`src/rtl/cam_ctrl_if.sv`:
```
// Request/response and CAM-side bundles for the CAM sequencing controller.
// The controller is the slave of cam_ctrl_if and the master of cam_ctrl_mem_if.
interface cam_ctrl_if #(
   parameter int DATA_WIDTH = 5,
   parameter int DATA_SIZE  = 1 << DATA_WIDTH
);
   logic                  req_valid;
   logic                  req_ready;
   logic [1:0]            req_op;
   logic [DATA_SIZE-1:0]  req_key;
   logic                  rsp_valid;
   logic                  rsp_ready;
   logic                  rsp_hit;
   logic                  rsp_err;
   logic [DATA_WIDTH-1:0] rsp_index;
   logic [DATA_SIZE-1:0]  rsp_data;

   modport master (
      output req_valid, req_op, req_key, rsp_ready,
      input  req_ready, rsp_valid, rsp_hit, rsp_err,
      input  rsp_index, rsp_data
   );

   modport slave (
      input  req_valid, req_op, req_key, rsp_ready,
      output req_ready, rsp_valid, rsp_hit, rsp_err,
      output rsp_index, rsp_data
   );
endinterface

interface cam_ctrl_mem_if #(
   parameter int DATA_WIDTH = 5,
   parameter int DATA_SIZE  = 1 << DATA_WIDTH
);
   logic                  cam_write;
   logic                  cam_search;
   logic                  cam_read;
   logic [DATA_WIDTH-1:0] cam_write_index;
   logic [DATA_WIDTH-1:0] cam_read_index;
   logic [DATA_SIZE-1:0]  cam_write_data;
   logic [DATA_SIZE-1:0]  cam_search_data;
   logic [DATA_WIDTH-1:0] cam_search_index;
   logic                  cam_search_valid;
   logic [DATA_SIZE-1:0]  cam_read_value;
   logic                  cam_read_valid;

   modport master (
      output cam_write, cam_search, cam_read,
      output cam_write_index, cam_read_index,
      output cam_write_data, cam_search_data,
      input  cam_search_index, cam_search_valid,
      input  cam_read_value, cam_read_valid
   );

   modport slave (
      input  cam_write, cam_search, cam_read,
      input  cam_write_index, cam_read_index,
      input  cam_write_data, cam_search_data,
      output cam_search_index, cam_search_valid,
      output cam_read_value, cam_read_valid
   );
endinterface

```
`src/rtl/cam_ctrl.sv`:
```
// Sequencing controller for a single-port CAM: lookup/insert/delete/read.
// Define CAM_CTRL_OCC_EN to add the occ_count occupancy output.
module cam_ctrl #(
   parameter int                   DATA_WIDTH = 5,
   parameter int                   DATA_SIZE  = 1 << DATA_WIDTH,
   parameter logic [DATA_SIZE-1:0] TOMBSTONE  = '0
) (
   input  logic                  clk,
   input  logic                  rst,
`ifdef CAM_CTRL_OCC_EN
   output logic [DATA_WIDTH:0]   occ_count,
`endif
   cam_ctrl_if.slave             req,
   cam_ctrl_mem_if.master        cam
);

   localparam logic [1:0] OP_LOOKUP = 2'b00;
   localparam logic [1:0] OP_INSERT = 2'b01;
   localparam logic [1:0] OP_DELETE = 2'b10;
   localparam logic [1:0] OP_READ   = 2'b11;
   localparam logic [DATA_WIDTH-1:0] LAST_IDX = DATA_WIDTH'(DATA_SIZE - 1);

   typedef enum logic [2:0] {
      S_INIT, S_IDLE, S_SEARCH, S_EVAL, S_READ, S_WRITE, S_RESP
   } state_t;

   state_t                r_state, w_state;
   logic [DATA_WIDTH-1:0] r_cnt, w_cnt;
   logic [DATA_SIZE-1:0]  r_map, w_map;
   logic [1:0]            r_op, w_op;
   logic [DATA_SIZE-1:0]  r_key, w_key;
   logic [DATA_WIDTH-1:0] r_idx, w_idx;
   logic                  r_rd_wait, w_rd_wait;

   logic                  r_req_ready, w_req_ready;
   logic                  r_rsp_valid, w_rsp_valid;
   logic                  r_rsp_hit, w_rsp_hit;
   logic                  r_rsp_err, w_rsp_err;
   logic [DATA_WIDTH-1:0] r_rsp_index, w_rsp_index;
   logic [DATA_SIZE-1:0]  r_rsp_data, w_rsp_data;
   logic                  r_cam_write, w_cam_write;
   logic                  r_cam_search, w_cam_search;
   logic                  r_cam_read, w_cam_read;
   logic [DATA_WIDTH-1:0] r_wr_idx, w_wr_idx;
   logic [DATA_WIDTH-1:0] r_rd_idx, w_rd_idx;
   logic [DATA_SIZE-1:0]  r_wr_data, w_wr_data;
   logic [DATA_SIZE-1:0]  r_srch_data, w_srch_data;

   logic                  w_hit;
   logic                  w_full;
   logic [DATA_WIDTH-1:0] w_free;
   logic [DATA_WIDTH-1:0] w_sidx;

`ifdef CAM_CTRL_OCC_EN
   logic [DATA_WIDTH:0]   r_occ, w_occ;
   assign occ_count = r_occ;
`endif

   assign req.req_ready       = r_req_ready;
   assign req.rsp_valid       = r_rsp_valid;
   assign req.rsp_hit         = r_rsp_hit;
   assign req.rsp_err         = r_rsp_err;
   assign req.rsp_index       = r_rsp_index;
   assign req.rsp_data        = r_rsp_data;
   assign cam.cam_write       = r_cam_write;
   assign cam.cam_search      = r_cam_search;
   assign cam.cam_read        = r_cam_read;
   assign cam.cam_write_index = r_wr_idx;
   assign cam.cam_read_index  = r_rd_idx;
   assign cam.cam_write_data  = r_wr_data;
   assign cam.cam_search_data = r_srch_data;

   // A CAM match only counts when our own map says the slot is live.
   assign w_sidx = cam.cam_search_index;
   assign w_hit  = cam.cam_search_valid && r_map[w_sidx];
   assign w_full = &r_map;

   always_comb begin
      w_free = '0;
      for (int i = DATA_SIZE - 1; i >= 0; i--) begin
         if (!r_map[i]) w_free = DATA_WIDTH'(i);
      end
   end

   always_comb begin
      w_state      = r_state;
      w_cnt        = r_cnt;
      w_map        = r_map;
      w_op         = r_op;
      w_key        = r_key;
      w_idx        = r_idx;
      w_rd_wait    = 1'b0;
      w_req_ready  = 1'b0;
      w_rsp_valid  = r_rsp_valid;
      w_rsp_hit    = r_rsp_hit;
      w_rsp_err    = r_rsp_err;
      w_rsp_index  = r_rsp_index;
      w_rsp_data   = r_rsp_data;
      w_cam_write  = 1'b0;
      w_cam_search = 1'b0;
      w_cam_read   = 1'b0;
      w_wr_idx     = '0;
      w_rd_idx     = '0;
      w_wr_data    = '0;
      w_srch_data  = '0;
`ifdef CAM_CTRL_OCC_EN
      w_occ        = r_occ;
`endif
      unique case (r_state)
         S_INIT: begin
            w_cam_write = 1'b1;
            w_wr_idx    = r_cnt;
            w_wr_data   = TOMBSTONE;
            w_cnt       = r_cnt + 1'b1;
            if (r_cnt == LAST_IDX) begin
               w_state     = S_IDLE;
               w_req_ready = 1'b1;
               w_cnt       = '0;
            end
         end
         S_IDLE: begin
            w_req_ready = 1'b1;
            if (req.req_valid) begin
               w_req_ready = 1'b0;
               w_op        = req.req_op;
               w_key       = req.req_key;
               w_idx       = req.req_key[DATA_WIDTH-1:0];
               if (req.req_key == TOMBSTONE && req.req_op != OP_READ) begin
                  w_state     = S_RESP;
                  w_rsp_valid = 1'b1;
                  w_rsp_hit   = 1'b0;
                  w_rsp_err   = 1'b1;
                  w_rsp_index = '0;
                  w_rsp_data  = '0;
               end else if (req.req_op == OP_READ) begin
                  w_state    = S_READ;
                  w_cam_read = 1'b1;
                  w_rd_idx   = req.req_key[DATA_WIDTH-1:0];
               end else begin
                  w_state      = S_SEARCH;
                  w_cam_search = 1'b1;
                  w_srch_data  = req.req_key;
               end
            end
         end
         S_SEARCH: begin
            w_state = S_EVAL;
         end
         S_EVAL: begin
            w_state     = S_RESP;
            w_rsp_valid = 1'b1;
            w_rsp_hit   = w_hit;
            w_rsp_err   = 1'b0;
            w_rsp_index = w_hit ? w_sidx : '0;
            w_rsp_data  = '0;
            unique case (r_op)
               OP_INSERT: begin
                  if (!w_hit && w_full) begin
                     w_rsp_err = 1'b1;
                  end else if (!w_hit) begin
                     w_state       = S_WRITE;
                     w_rsp_valid   = 1'b0;
                     w_rsp_index   = '0;
                     w_cam_write   = 1'b1;
                     w_wr_idx      = w_free;
                     w_wr_data     = r_key;
                     w_idx         = w_free;
                     w_map[w_free] = 1'b1;
`ifdef CAM_CTRL_OCC_EN
                     w_occ         = r_occ + 1'b1;
`endif
                  end
               end
               OP_DELETE: begin
                  if (w_hit) begin
                     w_state       = S_WRITE;
                     w_rsp_valid   = 1'b0;
                     w_rsp_hit     = 1'b0;
                     w_rsp_index   = '0;
                     w_cam_write   = 1'b1;
                     w_wr_idx      = w_sidx;
                     w_wr_data     = TOMBSTONE;
                     w_idx         = w_sidx;
                     w_map[w_sidx] = 1'b0;
`ifdef CAM_CTRL_OCC_EN
                     w_occ         = r_occ - 1'b1;
`endif
                  end
               end
               default: begin
               end
            endcase
         end
         S_WRITE: begin
            w_state     = S_RESP;
            w_rsp_valid = 1'b1;
            w_rsp_hit   = (r_op == OP_DELETE);
            w_rsp_err   = 1'b0;
            w_rsp_index = r_idx;
            w_rsp_data  = '0;
         end
         S_READ: begin
            // First cycle only waits out the CAM read latency.
            if (!r_rd_wait) begin
               w_rd_wait = 1'b1;
            end else begin
               w_state     = S_RESP;
               w_rsp_valid = 1'b1;
               w_rsp_hit   = r_map[r_idx];
               w_rsp_err   = 1'b0;
               w_rsp_index = r_idx;
               w_rsp_data  = cam.cam_read_valid ? cam.cam_read_value : '0;
            end
         end
         S_RESP: begin
            if (req.rsp_ready) begin
               w_state     = S_IDLE;
               w_req_ready = 1'b1;
               w_rsp_valid = 1'b0;
               w_rsp_hit   = 1'b0;
               w_rsp_err   = 1'b0;
               w_rsp_index = '0;
               w_rsp_data  = '0;
            end
         end
         default: begin
            w_state = S_INIT;
            w_cnt   = '0;
         end
      endcase
   end

   always_ff @(posedge clk or negedge rst) begin
      if (!rst) begin
         r_state      <= S_INIT;
         r_cnt        <= '0;
         r_map        <= '0;
         r_op         <= '0;
         r_key        <= '0;
         r_idx        <= '0;
         r_rd_wait    <= 1'b0;
         r_req_ready  <= 1'b0;
         r_rsp_valid  <= 1'b0;
         r_rsp_hit    <= 1'b0;
         r_rsp_err    <= 1'b0;
         r_rsp_index  <= '0;
         r_rsp_data   <= '0;
         r_cam_write  <= 1'b0;
         r_cam_search <= 1'b0;
         r_cam_read   <= 1'b0;
         r_wr_idx     <= '0;
         r_rd_idx     <= '0;
         r_wr_data    <= '0;
         r_srch_data  <= '0;
`ifdef CAM_CTRL_OCC_EN
         r_occ        <= '0;
`endif
      end else begin
         r_state      <= w_state;
         r_cnt        <= w_cnt;
         r_map        <= w_map;
         r_op         <= w_op;
         r_key        <= w_key;
         r_idx        <= w_idx;
         r_rd_wait    <= w_rd_wait;
         r_req_ready  <= w_req_ready;
         r_rsp_valid  <= w_rsp_valid;
         r_rsp_hit    <= w_rsp_hit;
         r_rsp_err    <= w_rsp_err;
         r_rsp_index  <= w_rsp_index;
         r_rsp_data   <= w_rsp_data;
         r_cam_write  <= w_cam_write;
         r_cam_search <= w_cam_search;
         r_cam_read   <= w_cam_read;
         r_wr_idx     <= w_wr_idx;
         r_rd_idx     <= w_rd_idx;
         r_wr_data    <= w_wr_data;
         r_srch_data  <= w_srch_data;
`ifdef CAM_CTRL_OCC_EN
         r_occ        <= w_occ;
`endif
      end
   end

endmodule

```
`src/flat_wrapper.sv`:
```
// flat-port wrapper written by rule: the top's interface ports become plain ports
module cam_ctrl_flat 
#(
   parameter int                   DATA_WIDTH = 5,
   parameter int                   DATA_SIZE  = 1 << DATA_WIDTH,
   parameter logic [DATA_SIZE-1:0] TOMBSTONE  = '0
)
  (clk, rst, req_req_valid, req_req_op, req_req_key, req_rsp_ready, req_req_ready, req_rsp_valid, req_rsp_hit, req_rsp_err, req_rsp_index, req_rsp_data, cam_cam_write, cam_cam_search, cam_cam_read, cam_cam_write_index, cam_cam_read_index, cam_cam_write_data, cam_cam_search_data, cam_cam_search_index, cam_cam_search_valid, cam_cam_read_value, cam_cam_read_valid);
  cam_ctrl_if #(.DATA_WIDTH(DATA_WIDTH), .DATA_SIZE(DATA_SIZE)) req_i ();
  cam_ctrl_mem_if #(.DATA_WIDTH(DATA_WIDTH), .DATA_SIZE(DATA_SIZE)) cam_i ();
  input  logic clk;
  input  logic rst;
  input wire logic [$bits(req_i.req_valid)-1:0] req_req_valid;
  input wire logic [$bits(req_i.req_op)-1:0] req_req_op;
  input wire logic [$bits(req_i.req_key)-1:0] req_req_key;
  input wire logic [$bits(req_i.rsp_ready)-1:0] req_rsp_ready;
  output wire logic [$bits(req_i.req_ready)-1:0] req_req_ready;
  output wire logic [$bits(req_i.rsp_valid)-1:0] req_rsp_valid;
  output wire logic [$bits(req_i.rsp_hit)-1:0] req_rsp_hit;
  output wire logic [$bits(req_i.rsp_err)-1:0] req_rsp_err;
  output wire logic [$bits(req_i.rsp_index)-1:0] req_rsp_index;
  output wire logic [$bits(req_i.rsp_data)-1:0] req_rsp_data;
  output wire logic [$bits(cam_i.cam_write)-1:0] cam_cam_write;
  output wire logic [$bits(cam_i.cam_search)-1:0] cam_cam_search;
  output wire logic [$bits(cam_i.cam_read)-1:0] cam_cam_read;
  output wire logic [$bits(cam_i.cam_write_index)-1:0] cam_cam_write_index;
  output wire logic [$bits(cam_i.cam_read_index)-1:0] cam_cam_read_index;
  output wire logic [$bits(cam_i.cam_write_data)-1:0] cam_cam_write_data;
  output wire logic [$bits(cam_i.cam_search_data)-1:0] cam_cam_search_data;
  input wire logic [$bits(cam_i.cam_search_index)-1:0] cam_cam_search_index;
  input wire logic [$bits(cam_i.cam_search_valid)-1:0] cam_cam_search_valid;
  input wire logic [$bits(cam_i.cam_read_value)-1:0] cam_cam_read_value;
  input wire logic [$bits(cam_i.cam_read_valid)-1:0] cam_cam_read_valid;
  assign req_i.req_valid = req_req_valid;
  assign req_i.req_op = req_req_op;
  assign req_i.req_key = req_req_key;
  assign req_i.rsp_ready = req_rsp_ready;
  assign req_req_ready = req_i.req_ready;
  assign req_rsp_valid = req_i.rsp_valid;
  assign req_rsp_hit = req_i.rsp_hit;
  assign req_rsp_err = req_i.rsp_err;
  assign req_rsp_index = req_i.rsp_index;
  assign req_rsp_data = req_i.rsp_data;
  assign cam_cam_write = cam_i.cam_write;
  assign cam_cam_search = cam_i.cam_search;
  assign cam_cam_read = cam_i.cam_read;
  assign cam_cam_write_index = cam_i.cam_write_index;
  assign cam_cam_read_index = cam_i.cam_read_index;
  assign cam_cam_write_data = cam_i.cam_write_data;
  assign cam_cam_search_data = cam_i.cam_search_data;
  assign cam_i.cam_search_index = cam_cam_search_index;
  assign cam_i.cam_search_valid = cam_cam_search_valid;
  assign cam_i.cam_read_value = cam_cam_read_value;
  assign cam_i.cam_read_valid = cam_cam_read_valid;
  cam_ctrl #(.DATA_WIDTH(DATA_WIDTH), .DATA_SIZE(DATA_SIZE), .TOMBSTONE(TOMBSTONE)) u_core (.clk(clk), .rst(rst), .req(req_i), .cam(cam_i));
endmodule
```
`config.mk`:
```
export PLATFORM = sky130hd
export DESIGN_NAME = cam_ctrl_flat
export DESIGN_NICKNAME = d
export VERILOG_FILES = /design/src/rtl/cam_ctrl_if.sv /design/src/rtl/cam_ctrl.sv /design/src/flat_wrapper.sv
export SDC_FILE = /design/constraint.sdc
export NUM_CORES = 1
export LEC_CHECK = 0
export ABC_AREA = 1
export BUFFER_PORTS_ARGS = -buffer_cell sky130_fd_sc_hd__buf_2
export CORE_UTILIZATION = 40
export DETAILED_ROUTE_END_ITERATION = 8
export GPL_ROUTABILITY_DRIVEN = 0
export PLACE_DENSITY = 0.59
export REMOVE_ABC_BUFFERS = 1
export SETUP_SLACK_MARGIN = 0.3
export SLEW_MARGIN = 20
export SYNTH_ARGS = -nofsm -noshare
export SYNTH_HDL_FRONTEND = slang
export SYNTH_SLANG_ARGS = --single-unit
export TNS_END_PERCENT = 50
```
`constraint.sdc`:
```
create_clock -name clk -period 3.21 [get_ports clk]
set_input_delay 0 -clock clk [delete_from_list [all_inputs] [get_ports clk]]
set_output_delay 0 -clock clk [all_outputs]
set_load 0.005 [all_outputs]
```
==> flow_summary.toml, run 1 <==
[pwr]
powerDensity_mw_per_mm2 = 698.9
ir_drop_mv = 0.3844
power_leakage_nw = 5.790
power_mw = 8.154

[synthesis]
synth_edf_count = 0
synth_cells = 1053
syn_area_per_cell_um2 = 8.384
yosysSeqAreaShare_pct = 56.12
synthDistinctLibCells = 40
ys_seq_elements = 198
synth.most_common_cell = "nand2_1"
yosysTopAreaCell = "dfrtp_1"
netlist_area_mm2 = 0.008828
synth_common_cells = "nand2_1, dfrtp_1, nor2_1, o21ai_0, inv_1"
synthArstFlopShare_pct = 100.0
synth_area_leaders = "dfrtp_1, nand2_1, o21ai_0"
synth_ff_type = "dfrtp_1"
yosys_warnings = 0
synth_top_area_share_pct = 56.12

[final_layout]
multiInputGateArea_mm2 = 0.003368
drive_gt1_share_pct = 22.48
fill_cells = 1988
diodes = 0
register_area_mm2 = 0.004955
final_nets = 1407
areaGrowthSynthToFinish_pct = 32.16

[floorplan]
ios = 195
die_area_mm2 = 0.02267
coreArea_mm2 = 0.02135
core.rowCount = 53
die_h_um = 150.6
start_util_pct = 41.35
die_w_um = 150.6

[detailed_routing]
ant_nets = 0
wirelength_um = 26840
first_pass_iters = 7
dr_total_vias = 8287
drc_errors = 0
drt_iter0_markers = 585
vias_per_cell = 5.134
wl_per_cell_um = 16.63

[sta]
maxSlewHeadroom_pct = 44.63
rsz0062_at_grt = "true"
worstMarginPinSlew_ps = 830.5
fin_crit_ps = 2834
drv_slew = 0
fin_crit_sh_pct = 88.29
hold_violations = 0
setup_viol = 0
tns_ps = 0
max_freq_ghz = 0.3528
skew_ps = 19.07

[grt]
grt_pass1_vias = 8049
grt_usage_pct = 24.13
overflow = 0
grt_pass1_wl_um = 42070
antenna_found_initial = 0
grt_max_degree = 100

[critical_path]
start_kind = "flop"
arrival_ps = 3190
critPathRequiredTime_ps = 3560
criticalPathCategory = "reg2reg"
cp-end-kind = "flop"
cp_max_fo = 7

[outcome]
outcome = "finished, final reports clean"

[run]
cap_violations = 0

[placement]
dpl.hpwl_um = 17670
port_buffers = 194

[clock_network]
clk_transition_reported_paths_ps = 80
cts_buffer_depth = 2
insertion_delay_ps = 440
clockRootBuffer = "clkbuf_16"
htree_levels = 4
cts_tree = "done"
cts_made_buffers = 17
cts_sinks = 198

[hold_path]
min_path_type = "in2reg"
[cell type report]
| class | instances | area share [%] |
|---|---|---|
| multi-input combinational | 703 | 28.87 |
| clock inverter | 14 | 1.673 |
| clock buffer | 18 | 3.764 |
| inverter | 112 | 3.668 |
| sequential | 198 | 42.47 |
| tap | 275 | 2.949 |
| timing repair buffer | 294 | 16.61 |
[worst max-delay path, cell delays in order, from the launching register on]
cell and delay [ps]:
dfrtp_1 410, inv_1 150, a311oi_1 60, o311ai_0 360, nand3_1 130, nand3_1 100
nand3_1 80, nand3_1 80, nand2_1 60, nand2_1 70, a21oi_1 60, o21bai_1 170
nand3_1 340, inv_2 270, nand2_2 220, o21ai_1 190
[registers in the layout (all words and copies together) (netlist names), 3 cells and up]
name                        count
u_core.r_idx                    5
u_core.cam.cam_search_data     32
u_core.r_map                   32
u_core.cam.cam_write_index      5
u_core.req.rsp_data            32
u_core.r_key                   32
u_core.cam.cam_read_index       5
u_core.req.rsp_index            5
u_core.cam.cam_write_data      32
u_core.r_state                  3
u_core.r_cnt                    5
[cells by family (layout without fill, tap and decap cells)]
| family | count (synthesis) | count (layout) | share of synthesized area (%) |
|---|---|---|---|
| adder cells (fa/ha/maj) | 4 | 4 | 0.5669 |
| multiplexers | 1 | 1 | 0.1134 |
| AO/OA/AOI/OAI | 248 | 248 | 15.36 |
| flip-flops | 198 | 198 | 56.12 |
| buffers and inverters | 152 | 438 | 7.058 |
| AND/OR/NAND/NOR | 450 | 450 | 20.78 |
[report_power, final]
group	internal, mW	switching [mW]
Sequential	3.03	0.340
Combinational	0.857	1.65
Clock	1.16	1.12
[routing by layer]
layer	vias to the layer above	part of all wire, %	track usage (%)
li1	3979	-	-
met2	288	46	37.17
met4	0	2.5	9.394
met5	-	0	0
met1	3974	44	32.35
met3	46	7.1	6.394
[worst paths after layout]
kind | cells past startpoint | end | slack (ps) | startpoint
hold reg to reg | 1 | u_core.r_rd_wait$_DFF_PN0_ | 420 | u_core.r_rd_wait$_DFF_PN0_
min in group asynchronous | 2 | u_core.r_map[10]$_DFFE_PN0P_ | 210 | rst
hold / removal | 5 | u_core.cam.cam_write_index[0]$_DFF_PN0_ | 30 | cam_cam_search_index[0]
setup reg to reg | 15 | u_core.r_map[22]$_DFFE_PN0P_ | 380 | u_core.r_map[27]$_DFFE_PN0P_
setup / recovery | 15 | u_core.r_map[22]$_DFFE_PN0P_ | 380 | u_core.r_map[27]$_DFFE_PN0P_
max in group asynchronous | 3 | u_core.cam.cam_search_data[3]$_DFF_PN0_ | 2020 | rst
[layout by cell type (no fill, tap or decap), types with 4 or more instances in the layout]
cell type      count
a211oi_1           4
a21oi_1           39
a22oi_1            8
buf_2            193
buf_4             23
clkbuf_16         17
clkinv_8           4
dfrtp_1          198
dlygate4sd3_1     75
ha_1               4
inv_1             97
inv_2             11
nand2_1          258
nand2_2            7
nand3_1           24
nor2_1           112
nor2_2             7
nor3_1            20
nor4_1             9
o211ai_1           6
o21ai_0          107
o21ai_1           45
o21ai_2           11
o22ai_1           10
[timing repair]
item / in CTS / in global routing
setup buffers: 0 / 1
setup endpoints to repair: 24 / 31
endpoints found under the hold margin: 212 / 0
hold buffers: 75 / 0
pin swaps: 0 / 1
resized for setup: 3 / 31
[metrics by stage]
stage	hold slack, ps	instances	setup WS, ps	instance area, um^2	util [%]
after floorplan	-295.6	1013	207.0	8628	-
after global placement	146.3	1506	148.1	10150	47.54
after detailed placement	150.9	1506	98.85	10150	47.54
after CTS	29.11	1613	298.4	11550	54.08
after global routing	43.45	1614	168.7	11670	54.64
final	30.11	1614	375.9	11670	54.64
Power figures use the tool's default switching activity.
==> run 2: changes to the inputs <==
--- a/config.mk
+++ b/config.mk
@@ -11,6 +11,7 @@
 export DETAILED_ROUTE_END_ITERATION = 8
 export GPL_ROUTABILITY_DRIVEN = 0
 export PLACE_DENSITY = 0.59
+export RECOVER_POWER = 50
 export REMOVE_ABC_BUFFERS = 1
 export SETUP_SLACK_MARGIN = 0.3
 export SLEW_MARGIN = 20
==> run 2 against run 1 <==
Net effect: the flow now finishes with violations (max-capacitance violations, max-slew violations); sequential power is essentially flat; largest power group unchanged; sequential share of layout area increased by 0.47 points; die area did not move; cell area down 1.1%; register-to-register slack hardly changed; clock power about the same; combinational power is 2% lower; cell count did not move; count of clock-buffer cells in the layout unchanged; critical endpoint unchanged; largest cell class unchanged; global-route usage stayed put.
==> flow_summary.toml, run 2 (synthesis gave the netlist of run 1 again) <==
[sta]
tns_ps = 0
rsz0062_at_grt = "true"
skew_ps = 19.14
setup_viol = 0
fin_crit_ps = 2841
hold_violations = 0
max_freq_ghz = 0.3520
fin_crit_sh_pct = 88.51
maxSlewHeadroom_pct = -68.67
worstMarginPinSlew_ps = 2530
drv_slew = 99
hold_slack_ps = 23.31

[grt]
overflow = 0
grt_pass1_wl_um = 42070
use_met1_pct = 32.35
grt_pass1_vias = 8049
antenna_found_initial = 0
use_met3_pct = 6.394
grt_max_degree = 100
busiest_layer = "met2"
grt_usage_pct = 24.13
grtUsageMet2_pct = 37.17

[clock_network]
insertion_delay_ps = 440
clockRootBuffer = "clkbuf_16"
cts_sinks = 198
cts_made_buffers = 17
htree_levels = 4
cts_tree = "done"
clk_transition_reported_paths_ps = 80
cts_buffer_depth = 2

[detailed_routing]
wirelength_um = 26780
dr_total_vias = 8260
drc_errors = 0
wl_per_cell_um = 16.59
drt_iter0_markers = 528
ant_nets = 0
first_pass_iters = 5
vias_per_cell = 5.118

[final_layout]
areaGrowthSynthToFinish_pct = 30.71
diodes = 0
final_nets = 1407
layout_common_cells = "nand2_1, dfrtp_1, nor2_1"
drive_gt1_share_pct = 15.38
final_common_cell = "nand2_1"

[hold_path]
min-delay-start = "cam_cam_search_index[0]"
min_path_type = "in2reg"

[critical_path]
regToRegStartpoint = "u_core.r_map[27]$_DFFE_PN0P_"
critPathRequiredTime_ps = 3560
cp-end-kind = "flop"
crit_path_frequent_cell = "nand3_1"
critPathLaunch = "u_core.r_map[27]$_DFFE_PN0P_"
crit_chain = "inv_1, a311oi_1, o311ai_0, nand3_1, nand3_1, nand3_1, nand3_1, nand2_1, nand2_1, a21oi_1, o21bai_1, nand3_1, inv_2, nand2_2, o21ai_1"
cpPeakStageDelay_ps = 410
arrival_ps = 3190
start_kind = "flop"
cpMaxStageDelayCell = "dfrtp_1"
criticalPathCategory = "reg2reg"
cp_max_fo = 7

[floorplan]
die_h_um = 150.6
ios = 195
die_area_mm2 = 0.02267
die_w_um = 150.6
start_util_pct = 41.35
core.rowCount = 53
coreArea_mm2 = 0.02135

[run]
cap_violations = 1

[outcome]
violations = "max-capacitance violations, max-slew violations"
outcome = "finished with violations"

[pwr]
powerDensity_mw_per_mm2 = 702.5
ir_drop_mv = 0.3811
power_leakage_nw = 5.389

[placement]
port_buffers = 194
dpl.hpwl_um = 17670
[run 2: cell count changes in the layout (fill, tap and decap cells not counted), sizes merged]
| cell | delta |
|---|---|
| clkbuf | +93 |
| buf | -93 |
[run 2: worst max-delay path: cells and delay by family (launching register included)]
| kind | cells | cell delay (ps) |
|---|---|---|
| AO/OA/AOI/OAI | 5 | 870 |
| buffers and inverters | 2 | 410 |
| flip-flops | 1 | 410 |
| AND/OR/NAND/NOR | 8 | 1070 |
[run 2: where the power goes]
| group | internal [mW] | total, mW | switching (mW) |
|---|---|---|---|
| Combinational | 0.805 | 2.45 | 1.65 |
| Clock | 1.16 | 2.28 | 1.12 |
| Sequential | 3.03 | 3.38 | 0.346 |
[run 2: timing repair]
item | in CTS | in global routing
hold buffers | 75 | 0
setup endpoints to repair | 24 | 31
endpoints found under the hold margin | 212 | 0
resized for setup | 3 | 31
pin swaps | 0 | 1
setup buffers | 0 | 1
[run 2: final cells by class]
type,instances,area (um^2)
clock buffers,18,439.2
inverters,112,427.9
well taps,275,344.1
fillers,2035,9813
clock inverters,14,195.2
multi-input cells,703,3368
flip-flops and latches,198,4955
repair buffers,294,1810
[run 2: worst paths after layout]
check	to	slack [ps]	cells past startpoint
max in group asynchronous	u_core.cam.cam_search_data[3]$_DFF_PN0_	790	3
max reg2reg	u_core.r_map[22]$_DFFE_PN0P_	370	15
min reg2reg	u_core.r_rd_wait$_DFF_PN0_	420	1
min in group asynchronous	u_core.r_map[11]$_DFFE_PN0P_	870	2
min	u_core.cam.cam_write_index[0]$_DFF_PN0_	20	5
max	u_core.r_map[22]$_DFFE_PN0P_	370	15
[run 2: per-layer routing]
layer	wire length, um	vias to the layer above
met4	661	0
met1	11780	3948
li1	-	3980
met3	1910	43
met2	12430	289
met5	0	-
[run 2: stage by stage]
step           instances  area [um^2]  utilization (%)  setup WS [ps]  power (mW)
6_report            1614        11540            54.04          368.8       8.107
5_1_grt             1614        11540            54.04          168.7       8.613
4_1_cts             1613        11550            54.08          298.4       8.076
3_5_place_dp        1506        10150            47.54          98.85       5.703
3_3_place_gp        1506        10150            47.54          148.1       5.678
2_1_floorplan       1013         8628                -          207.0       4.697
